## src/rtl/ifetch_pkg.sv

```systemverilog
// Shared types and constants for the instruction fetch unit.
// IFETCH_BOUNDS_CHECK_EN (optional) uses pc_in_imem() to fault on fetches past IMEM_WORDS.
package ifetch_pkg;

    localparam int unsigned ADDR_W     = 32;
    localparam int unsigned WORD_BYTES = 4;
    localparam int unsigned IMEM_WORDS = 1024;
    localparam int unsigned IMEM_BYTES = IMEM_WORDS * WORD_BYTES;
    localparam int unsigned ENTRY_W    = 2 * ADDR_W;

    typedef enum logic [1:0] {
        ISSUE   = 2'd0,
        WAIT    = 2'd1,
        CAPTURE = 2'd2,
        HALT    = 2'd3
    } ifetch_state_e;

    function automatic logic [ADDR_W-1:0] next_word(input logic [ADDR_W-1:0] pc);
        return pc + ADDR_W'(WORD_BYTES);
    endfunction

    function automatic logic pc_in_imem(input logic [ADDR_W-1:0] pc);
        return pc < ADDR_W'(IMEM_BYTES);
    endfunction

endpackage

```

## src/rtl/ifetch_fifo.sv

```systemverilog
// Prefetch buffer: power-of-two circular FIFO with synchronous flush.
// A push into a full FIFO succeeds when a pop happens in the same cycle.
module ifetch_fifo #(
    parameter int unsigned WIDTH = 64,
    parameter int unsigned DEPTH = 2
) (
    input  logic             clk,
    input  logic             reset,
    input  logic             push_i,
    input  logic             pop_i,
    input  logic             flush_i,
    input  logic [WIDTH-1:0] wdata_i,
    output logic [WIDTH-1:0] rdata_o,
    output logic             full_o,
    output logic             empty_o
);

    localparam int unsigned AW = (DEPTH > 1) ? $clog2(DEPTH) : 1;

    logic [WIDTH-1:0] mem_q [DEPTH];
    logic [AW-1:0]    wr_ptr_q, wr_ptr_d;
    logic [AW-1:0]    rd_ptr_q, rd_ptr_d;
    logic [AW:0]      count_q, count_d;
    logic             do_push, do_pop;

    assign empty_o = (count_q == '0);
    assign full_o  = (count_q == (AW+1)'(DEPTH));
    assign rdata_o = mem_q[rd_ptr_q];

    assign do_pop  = pop_i && !empty_o;
    assign do_push = push_i && (!full_o || do_pop);

    always_comb begin
        wr_ptr_d = wr_ptr_q;
        rd_ptr_d = rd_ptr_q;
        count_d  = count_q;
        if (flush_i) begin
            wr_ptr_d = '0;
            rd_ptr_d = '0;
            count_d  = '0;
        end else begin
            if (do_push) wr_ptr_d = wr_ptr_q + AW'(1);
            if (do_pop)  rd_ptr_d = rd_ptr_q + AW'(1);
            count_d = count_q + (AW+1)'(do_push) - (AW+1)'(do_pop);
        end
    end

    always_ff @(posedge clk) begin
        if (reset) begin
            wr_ptr_q <= '0;
            rd_ptr_q <= '0;
            count_q  <= '0;
        end else begin
            wr_ptr_q <= wr_ptr_d;
            rd_ptr_q <= rd_ptr_d;
            count_q  <= count_d;
        end
    end

    always_ff @(posedge clk) begin
        if (!reset && !flush_i && do_push) begin
            mem_q[wr_ptr_q] <= wdata_i;
        end
    end

endmodule

```

## src/rtl/instr_fetch.sv

```systemverilog
// Instruction fetch unit: fixed-latency imem fetch FSM feeding a prefetch FIFO.
// Define IFETCH_BOUNDS_CHECK_EN to fault when the fetch PC leaves the 1024-word imem.
module instr_fetch
    import ifetch_pkg::*;
#(
    parameter logic [ADDR_W-1:0] RESET_PC    = 32'h0000_0000,
    parameter int unsigned       MEM_LATENCY = 2,
    parameter int unsigned       FIFO_DEPTH  = 2
) (
    input  logic              clk,
    input  logic              reset,
    output logic [ADDR_W-1:0] imem_addr,
    input  logic [31:0]       imem_instr,
    input  logic              redirect_valid,
    input  logic [ADDR_W-1:0] redirect_pc,
    output logic              instr_valid,
    input  logic              instr_ready,
    output logic [31:0]       instr_out,
    output logic [ADDR_W-1:0] instr_pc,
    output logic              fault
);

    localparam logic [3:0] WAIT_LAST = 4'(MEM_LATENCY - 1);

    ifetch_state_e     state_q, state_d;
    logic [ADDR_W-1:0] fetch_pc_q, fetch_pc_d;
    logic [3:0]        wait_cnt_q, wait_cnt_d;
    logic              fault_q, fault_d;

    logic               fifo_push, fifo_pop, fifo_flush;
    logic               fifo_full, fifo_empty;
    logic [ENTRY_W-1:0] fifo_wdata, fifo_rdata;

    assign imem_addr   = fetch_pc_q;
    assign fault       = fault_q;
    assign instr_valid = !fifo_empty;
    assign instr_out   = fifo_empty ? '0 : fifo_rdata[31:0];
    assign instr_pc    = fifo_empty ? '0 : fifo_rdata[ENTRY_W-1:32];
    assign fifo_pop    = instr_valid && instr_ready;
    assign fifo_wdata  = {fetch_pc_q, imem_instr};

    // Redirect is evaluated ahead of the state case so it overrides a capture in the same cycle.
    always_comb begin
        state_d    = state_q;
        fetch_pc_d = fetch_pc_q;
        wait_cnt_d = wait_cnt_q;
        fault_d    = fault_q;
        fifo_push  = 1'b0;
        fifo_flush = 1'b0;

        if (state_q != HALT && redirect_valid) begin
            fifo_flush = 1'b1;
            wait_cnt_d = '0;
            if (redirect_pc[1:0] != 2'b00) begin
                fault_d = 1'b1;
                state_d = HALT;
            end else begin
                fetch_pc_d = redirect_pc;
                state_d    = ISSUE;
            end
        end else begin
            case (state_q)
                ISSUE: begin
                    wait_cnt_d = '0;
                    state_d    = WAIT;
`ifdef IFETCH_BOUNDS_CHECK_EN
                    if (!pc_in_imem(fetch_pc_q)) begin
                        fault_d    = 1'b1;
                        fifo_flush = 1'b1;
                        state_d    = HALT;
                    end
`endif
                end
                WAIT: begin
                    if (wait_cnt_q == WAIT_LAST) begin
                        state_d = CAPTURE;
                    end else begin
                        wait_cnt_d = wait_cnt_q + 4'd1;
                    end
                end
                CAPTURE: begin
                    if (!fifo_full || fifo_pop) begin
                        fifo_push  = 1'b1;
                        fetch_pc_d = next_word(fetch_pc_q);
                        state_d    = ISSUE;
                    end
                end
                HALT: begin
                end
                default: begin
                    state_d = ISSUE;
                end
            endcase
        end
    end

    always_ff @(posedge clk) begin
        if (reset) begin
            state_q    <= ISSUE;
            fetch_pc_q <= RESET_PC;
            wait_cnt_q <= '0;
            fault_q    <= 1'b0;
        end else begin
            state_q    <= state_d;
            fetch_pc_q <= fetch_pc_d;
            wait_cnt_q <= wait_cnt_d;
            fault_q    <= fault_d;
        end
    end

    ifetch_fifo #(
        .WIDTH (ENTRY_W),
        .DEPTH (FIFO_DEPTH)
    ) u_fifo (
        .clk     (clk),
        .reset   (reset),
        .push_i  (fifo_push),
        .pop_i   (fifo_pop),
        .flush_i (fifo_flush),
        .wdata_i (fifo_wdata),
        .rdata_o (fifo_rdata),
        .full_o  (fifo_full),
        .empty_o (fifo_empty)
    );

endmodule
```

## config.mk

```make
export PLATFORM = sky130hd
export DESIGN_NAME = instr_fetch
export DESIGN_NICKNAME = d
export VERILOG_FILES = /design/src/rtl/ifetch_pkg.sv /design/src/rtl/ifetch_fifo.sv /design/src/rtl/instr_fetch.sv
export SDC_FILE = /design/constraint.sdc
export NUM_CORES = 1
export LEC_CHECK = 0
export CAP_MARGIN = 20
export CORE_MARGIN = 2
export CORE_UTILIZATION = 25
export CTS_CLUSTER_DIAMETER = 40
export DETAILED_ROUTE_END_ITERATION = 10
export SETUP_SLACK_MARGIN = 0.3
export SYNTH_ARGS = -nofsm -noshare
export SYNTH_HDL_FRONTEND = slang
export SYNTH_SLANG_ARGS = --single-unit
export TNS_END_PERCENT = 30
```

## constraint.sdc

```tcl
create_clock -name clk -period 4.49 [get_ports clk]
set_clock_uncertainty 0.15 [all_clocks]
set_input_delay 0.6735 -clock clk [delete_from_list [all_inputs] [get_ports clk]]
set_output_delay 0.6735 -clock clk [all_outputs]
set_load 0.02 [all_outputs]
```

# ---- After elaboration in Yosys (flattened, before gate mapping)
# Memories as Yosys holds them, arrays and structs flattened. A register that Yosys moved wholly into a read port is not among the register bits.
# Index checks and enable logic that the tools add are counted.
dict set report word_totals {
  reg_bits 43
  mem_bits_rw 128
  memories 1
}
dict set report op_classes {
  addsub 6
  n_eq_ne 9
  mux 21
  n_reduce_logical 25
}
# name words word_bits rd rd_ports_with_merged_regs wr line_no
set memory_table {}
lappend memory_table {u_fifo.mem_q 2 64 1 1 1 ifetch_fifo.sv:20} ;# logic [WIDTH-1:0] mem_q [DEPTH];
# op n
set ops {}
lappend ops {{32-bit 2-to-1 mux} 6}
lappend ops {{32-bit by 3-bit adder with 32-bit output, second input constant} 1}
lappend ops {{1-bit 2-to-1 mux} 8}
lappend ops {{2-bit 2-to-1 mux} 4}
lappend ops {{4-bit one-hot mux with 2 select lines} 1}
lappend ops {{2-bit nonzero test} 4}
lappend ops {{1-bit logical AND} 6}
lappend ops {{2-bit != test, second input constant} 3}
lappend ops {{3-bit != test, second input constant} 2}
lappend ops {{2-bit one-hot mux with 3 select lines} 1}
lappend ops {{3-bit AND reduction} 2}
lappend ops {{4-bit by 1-bit adder with 4-bit output, second input constant} 1}
lappend ops {{2-bit == test, second input constant} 2}
lappend ops {{4-bit by 1-bit == test with 1-bit output, second input constant} 1}
lappend ops {{1-bit zero test} 4}
lappend ops {{2-bit zero test} 2}
lappend ops {{4-bit 2-to-1 mux} 1}
lappend ops {{2-bit AND reduction} 2}
lappend ops {{4-bit nonzero test} 1}
lappend ops {{2-bit OR reduction} 2}
lappend ops {{1-bit adder, second input constant} 2}
lappend ops {{2-bit by 1-bit adder with 2-bit output} 1}
lappend ops {{2-bit by 1-bit == test with 1-bit output, second input constant} 1}
lappend ops {{1-bit logical OR} 2}
lappend ops {{2-bit by 1-bit subtractor with 2-bit output} 1}

# ---- Longest topological paths before layout
dict set report logic_depth {
  ltp_word 11
  depth_mapped 8
  mapped_depth_nobuf 7
}

# ---- Modules after synthesis
# A second synthesis with hierarchy kept.
dict set report hier_totals {
  hier_cells 620
  area_unflattened_um2 7778.7
}
# mod instances cells_per_inst area_per_inst_um2 seq_area_each_um2
set modules_own_cells {}
lappend modules_own_cells {ifetch_fifo 1 229 4849.7 3943.8}
lappend modules_own_cells {instr_fetch 1 391 2929.1 780.7}

# ---- Least setup slack after synthesis
# OpenSTA, ideal clock, no wires.
dict set report synth_path {
  kind {input -> register}
  from {in redirect_valid}
  to {mem u_fifo.mem_q[0][0] (enable)}
  setup_time_ns 0.486
  arrival_ns 4.153
  path_slack_ns -0.299
  stages 6
  path_buffers 2
  cell_sequence {nand2b_1 > clkbuf_1 > and3_1 > clkbuf_1 > nand2_1 > nor2_1}
}
dict set report synth_via {
  elab_chain_len 7
}
# element line_no
set synth_lines {}
lappend synth_lines {{start: declaration} instr_fetch.sv:14} ;# input logic redirect_valid,
lappend synth_lines {{1-bit logical AND *} instr_fetch.sv:51} ;# if (state_q != HALT && redirect_valid) begin
lappend synth_lines {{1-bit 2-to-1 mux} instr_fetch.sv:51}
lappend synth_lines {{1-bit zero test} ifetch_fifo.sv:61} ;# if (!reset && !flush_i && do_push) begin
lappend synth_lines {{1-bit logical AND} ifetch_fifo.sv:61}
lappend synth_lines {{1-bit logical AND *} ifetch_fifo.sv:61}
lappend synth_lines {{1-bit 2-to-1 mux *} ifetch_fifo.sv:61}
lappend synth_lines {{1-bit 2-to-1 mux (not written as such) *} ifetch_fifo.sv:62} ;# mem_q[wr_ptr_q] <= wdata_i;
lappend synth_lines {{end: declaration} ifetch_fifo.sv:20}
# Mark *: on every way between the ends. The rest lies on a longest branch, timed or not.

==> run_results.csv <==
group,metric,value,unit
sta,finalMaxSlewViolations,0,
setup_path,crit_fanout,35,
detailed_routing,first_iter_violations,362,
setup_path,crit_chain,"buf_4 -> mux2i_1 -> nor2_1 -> clkdlybuf4s50_1",
setup_path,crit_required,3.67,ns
floorplan,die-height,176,um
setup_path,r2r_slack,1.33,ns
setup_path,max_stage_delay,0.79,ns
cts,cts_setup_buffers,0,
sta,setup-violations-final,0,
setup_path,crit_path_end,"instr_out[20]",
detailed_routing,drcViolationCount,0,
setup_path,r2r_end,"u_fifo.mem_q[1][5]$_DFFE_PP_",
setup_path,reg2reg_depth,5,
cts,cts.repair.resized,0,
yosys,avgSynthCellArea,12.1,um^2
yosys,synthFlopType,"edfxtp_1",
yosys,seq_area_frac_synth,0.637,
sta,relSlewSlack,0.359,
finish,final_layout_size_suffix_gt1_frac,0.0788,
floorplan,dieArea,0.0311,mm^2
yosys,synth.area.top_cells,"edfxtp_1 52%, dfxtp_1 12%, mux2i_1 9.3%, nor2_1 4.9%, nand3_1 1.8%",
setup_path,r2r_start,"state_q[0]$_SDFFE_PP0P_",
cts,cts.sinks,172,
cts,clockRootBuffer,"clkbuf_16",
placed_design,place_congestion,0.770,
power,power.leakage,3.22,nW
floorplan,rows,63,
floorplan,start_util,0.252,
yosys,synth_cells,612,
yosys,synth_seq_cells,172,
cts,holdBufCountCts,0,
sta,period_needed,3.33,ns
finish,syn_to_final_growth,37.3,%
detailed_routing,drt_wl_total,19900,um
placed_design,dp_hpwl,14100,um
status,status,"finished clean",
floorplan,dieWidth,176,um
cts,cts.path.max_buffers,2,
global_routing,antenna_found_initial,1,
detailed_routing,wl_per_cell,16.9,um
yosys,synth_nets,689,
finish,final_common_cell,"clkdlybuf4s50_1",
sta,fin_tns_setup,0,ns
finish,nets,851,
setup_path,crit_arrival,2.51,ns
sta,fmax,0.300,GHz
power,power,3.90,mW
yosys,synth_cell_types,58,
floorplan,ios,166,
yosys,synth_top_area_cell,"edfxtp_1",
yosys,syn_area,0.00742,mm^2
detailed_routing,post_drt_via_cell_ratio,4.55,
global_routing,grt_util_all_layers,0.127,
sta,rsz0062_at_grt,"false",
detailed_routing,dr.pass1.iters,5,
setup_path,start_kind,"flop",
global_routing,met2_usage,0.211,
setup_path,critPathCaptureType,"primary output",
global_routing,first_global_vias,5150,
run,cap_violations,0,
floorplan,coreArea,0.0294,mm^2
global_routing,grtUsageMet3,0.0306,
power,p_per_area,383,mW/mm^2
cts,insertion_delay,0.42,ns
cts,path_clk_slew,0.07,ns
cts,htree_num_levels,4,
sta,post-route-period-util,0.742,
hold_path,worst_hold_path_type,"reg -> reg",
setup_path,crit_slowest_cell,"dfxtp_4",
global_routing,overflow,0,
finish,layout_common_cells,"165 x clkdlybuf4s50_1, 128 x edfxtp_1, 94 x nor2_1, 69 x mux2i_1, 43 x dfxtp_1",
power,irDropWorstVdd,275,uV
global_routing,grt_pass1_wl,30000,um
yosys,synth.top_cell.area_share,0.518,
cts,cts_tree,"yes",
cts,cts_made_buffers,17,
sta,hold_ws,0.314,ns
setup_path,critPathKind,"reg -> out",
detailed_routing,vias,5362,
sta,tightest_slew,0.954,ns
placed_design,io_buffer_count,165,
sta,hold_viol_final,0,
yosys,synth-edff-count,128,
global_routing,grt_max_degree,45,
global_routing,grt_use_met1,0.161,
yosys,ys_warn_count,0,
detailed_routing,final_antenna_net_count,0,
hold_path,min_path_cells,2,
global_routing,grt-busiest-layer,"met2",
yosys,async_flop_share,0,
## cell type report
class,instances,area (um^2)
Clock buffer,18,429
Clock inverter,14,191
Fill cell,2912,19200
Antenna cell,1,2.50
Sequential cell,172,4730
Multi-Input combinational cell,394,2550
Inverter,11,41.3
Timing Repair Buffer,178,1750
Tap cell,390,488
## synthesized netlist by cell type, types with 2 or more instances
master and n:
edfxtp_1 128, nor2_1 96, mux2i_1 69, dfxtp_1 44
nand2_1 28, clkbuf_1 27, nand3_1 26, a21oi_1 24
o21ai_0 22, and3_1 13, inv_1 11, nand4_1 11
a31oi_1 9, ha_1 9, nor3_1 8, buf_1 7
a22oi_1 6, nor4_1 5, nor4b_1 4, o22ai_1 4
o311ai_0 4, a21o_1 3, a22o_1 3, and2_1 3
nor3b_1 3, o211ai_1 3, xnor2_1 3, a311oi_1 2
mux2_2 2, nand2b_1 2, o21a_1 2, o41ai_1 2
or2_2 2, or3_1 2, xor2_1 2
## worst min-delay path by stage
| stage | startpoint | endpoint | slack (ns) |
|---|---|---|---|
| 3_3_place_gp | fault$_SDFFE_PP0P_ | fault$_SDFFE_PP0P_ | 0.29 |
| 3_5_place_dp | fault$_SDFFE_PP0P_ | fault$_SDFFE_PP0P_ | 0.30 |
| 2_1_floorplan | wait_cnt_q[3]$_SDFFE_PP0P_ | wait_cnt_q[3]$_SDFFE_PP0P_ | 0.30 |
| 4_1_cts | fault$_SDFFE_PP0P_ | fault$_SDFFE_PP0P_ | 0.31 |
| 5_1_grt | fault$_SDFFE_PP0P_ | fault$_SDFFE_PP0P_ | 0.34 |
| 6_report | fault$_SDFFE_PP0P_ | fault$_SDFFE_PP0P_ | 0.31 |
## worst max-delay path: cells and delay by family, from the launching register on
| family | cells | cell delay, ns |
|---|---|---|
| and+or+nand+nor | 1 | 0.06 |
| buffers and inverters | 2 | 0.96 |
| DFF | 1 | 0.79 |
| muxes | 1 | 0.26 |
## metrics by stage
| step | util | area, um^2 | std cells | setup slack, ns |
|---|---|---|---|---|
| global route | 0.346 | 10200 | 1178 | 0.988 |
| floorplan | - | 7420 | 612 | 0.770 |
| global placement | 0.325 | 9560 | 1145 | 1.02 |
| finish | 0.346 | 10200 | 1178 | 1.16 |
| CTS | 0.346 | 10200 | 1177 | 1.07 |
| detailed placement | 0.325 | 9560 | 1145 | 0.965 |
## logic make-up after synthesis
kind of cell,count (synthesis),share of synthesized area
AOI/OAI and AO/OA,94,0.0811
and+or+nand+nor,215,0.141
buffers and inverters,46,0.0234
muxes,71,0.0962
DFF,172,0.637
xor gates and xnor gates,5,0.00591
adders and majority gates,9,0.0152
## registers in the layout, summed over array words and instances (netlist names), named ones only
register / count
u_fifo.mem_q: 128
wait_cnt_q: 4
state_q: 2
fault: 1
u_fifo.wr_ptr_q: 1
imem_addr: 32
u_fifo.rd_ptr_q: 1
u_fifo.count_q: 2
## where the power goes
part	internal [mW]	switching, mW
registers	1.77	0.0620
clock network	0.934	0.608
logic	0.236	0.291
## layer usage
metal	wire length [um]	part of all wire	vias up
li1	-	-	2617
met5	0	0	-
met2	9610	0.48	157
met1	8590	0.43	2567
met3	1310	0.066	21
met4	396	0.020	0
No activity file was read; power rests on OpenSTA's default activity.
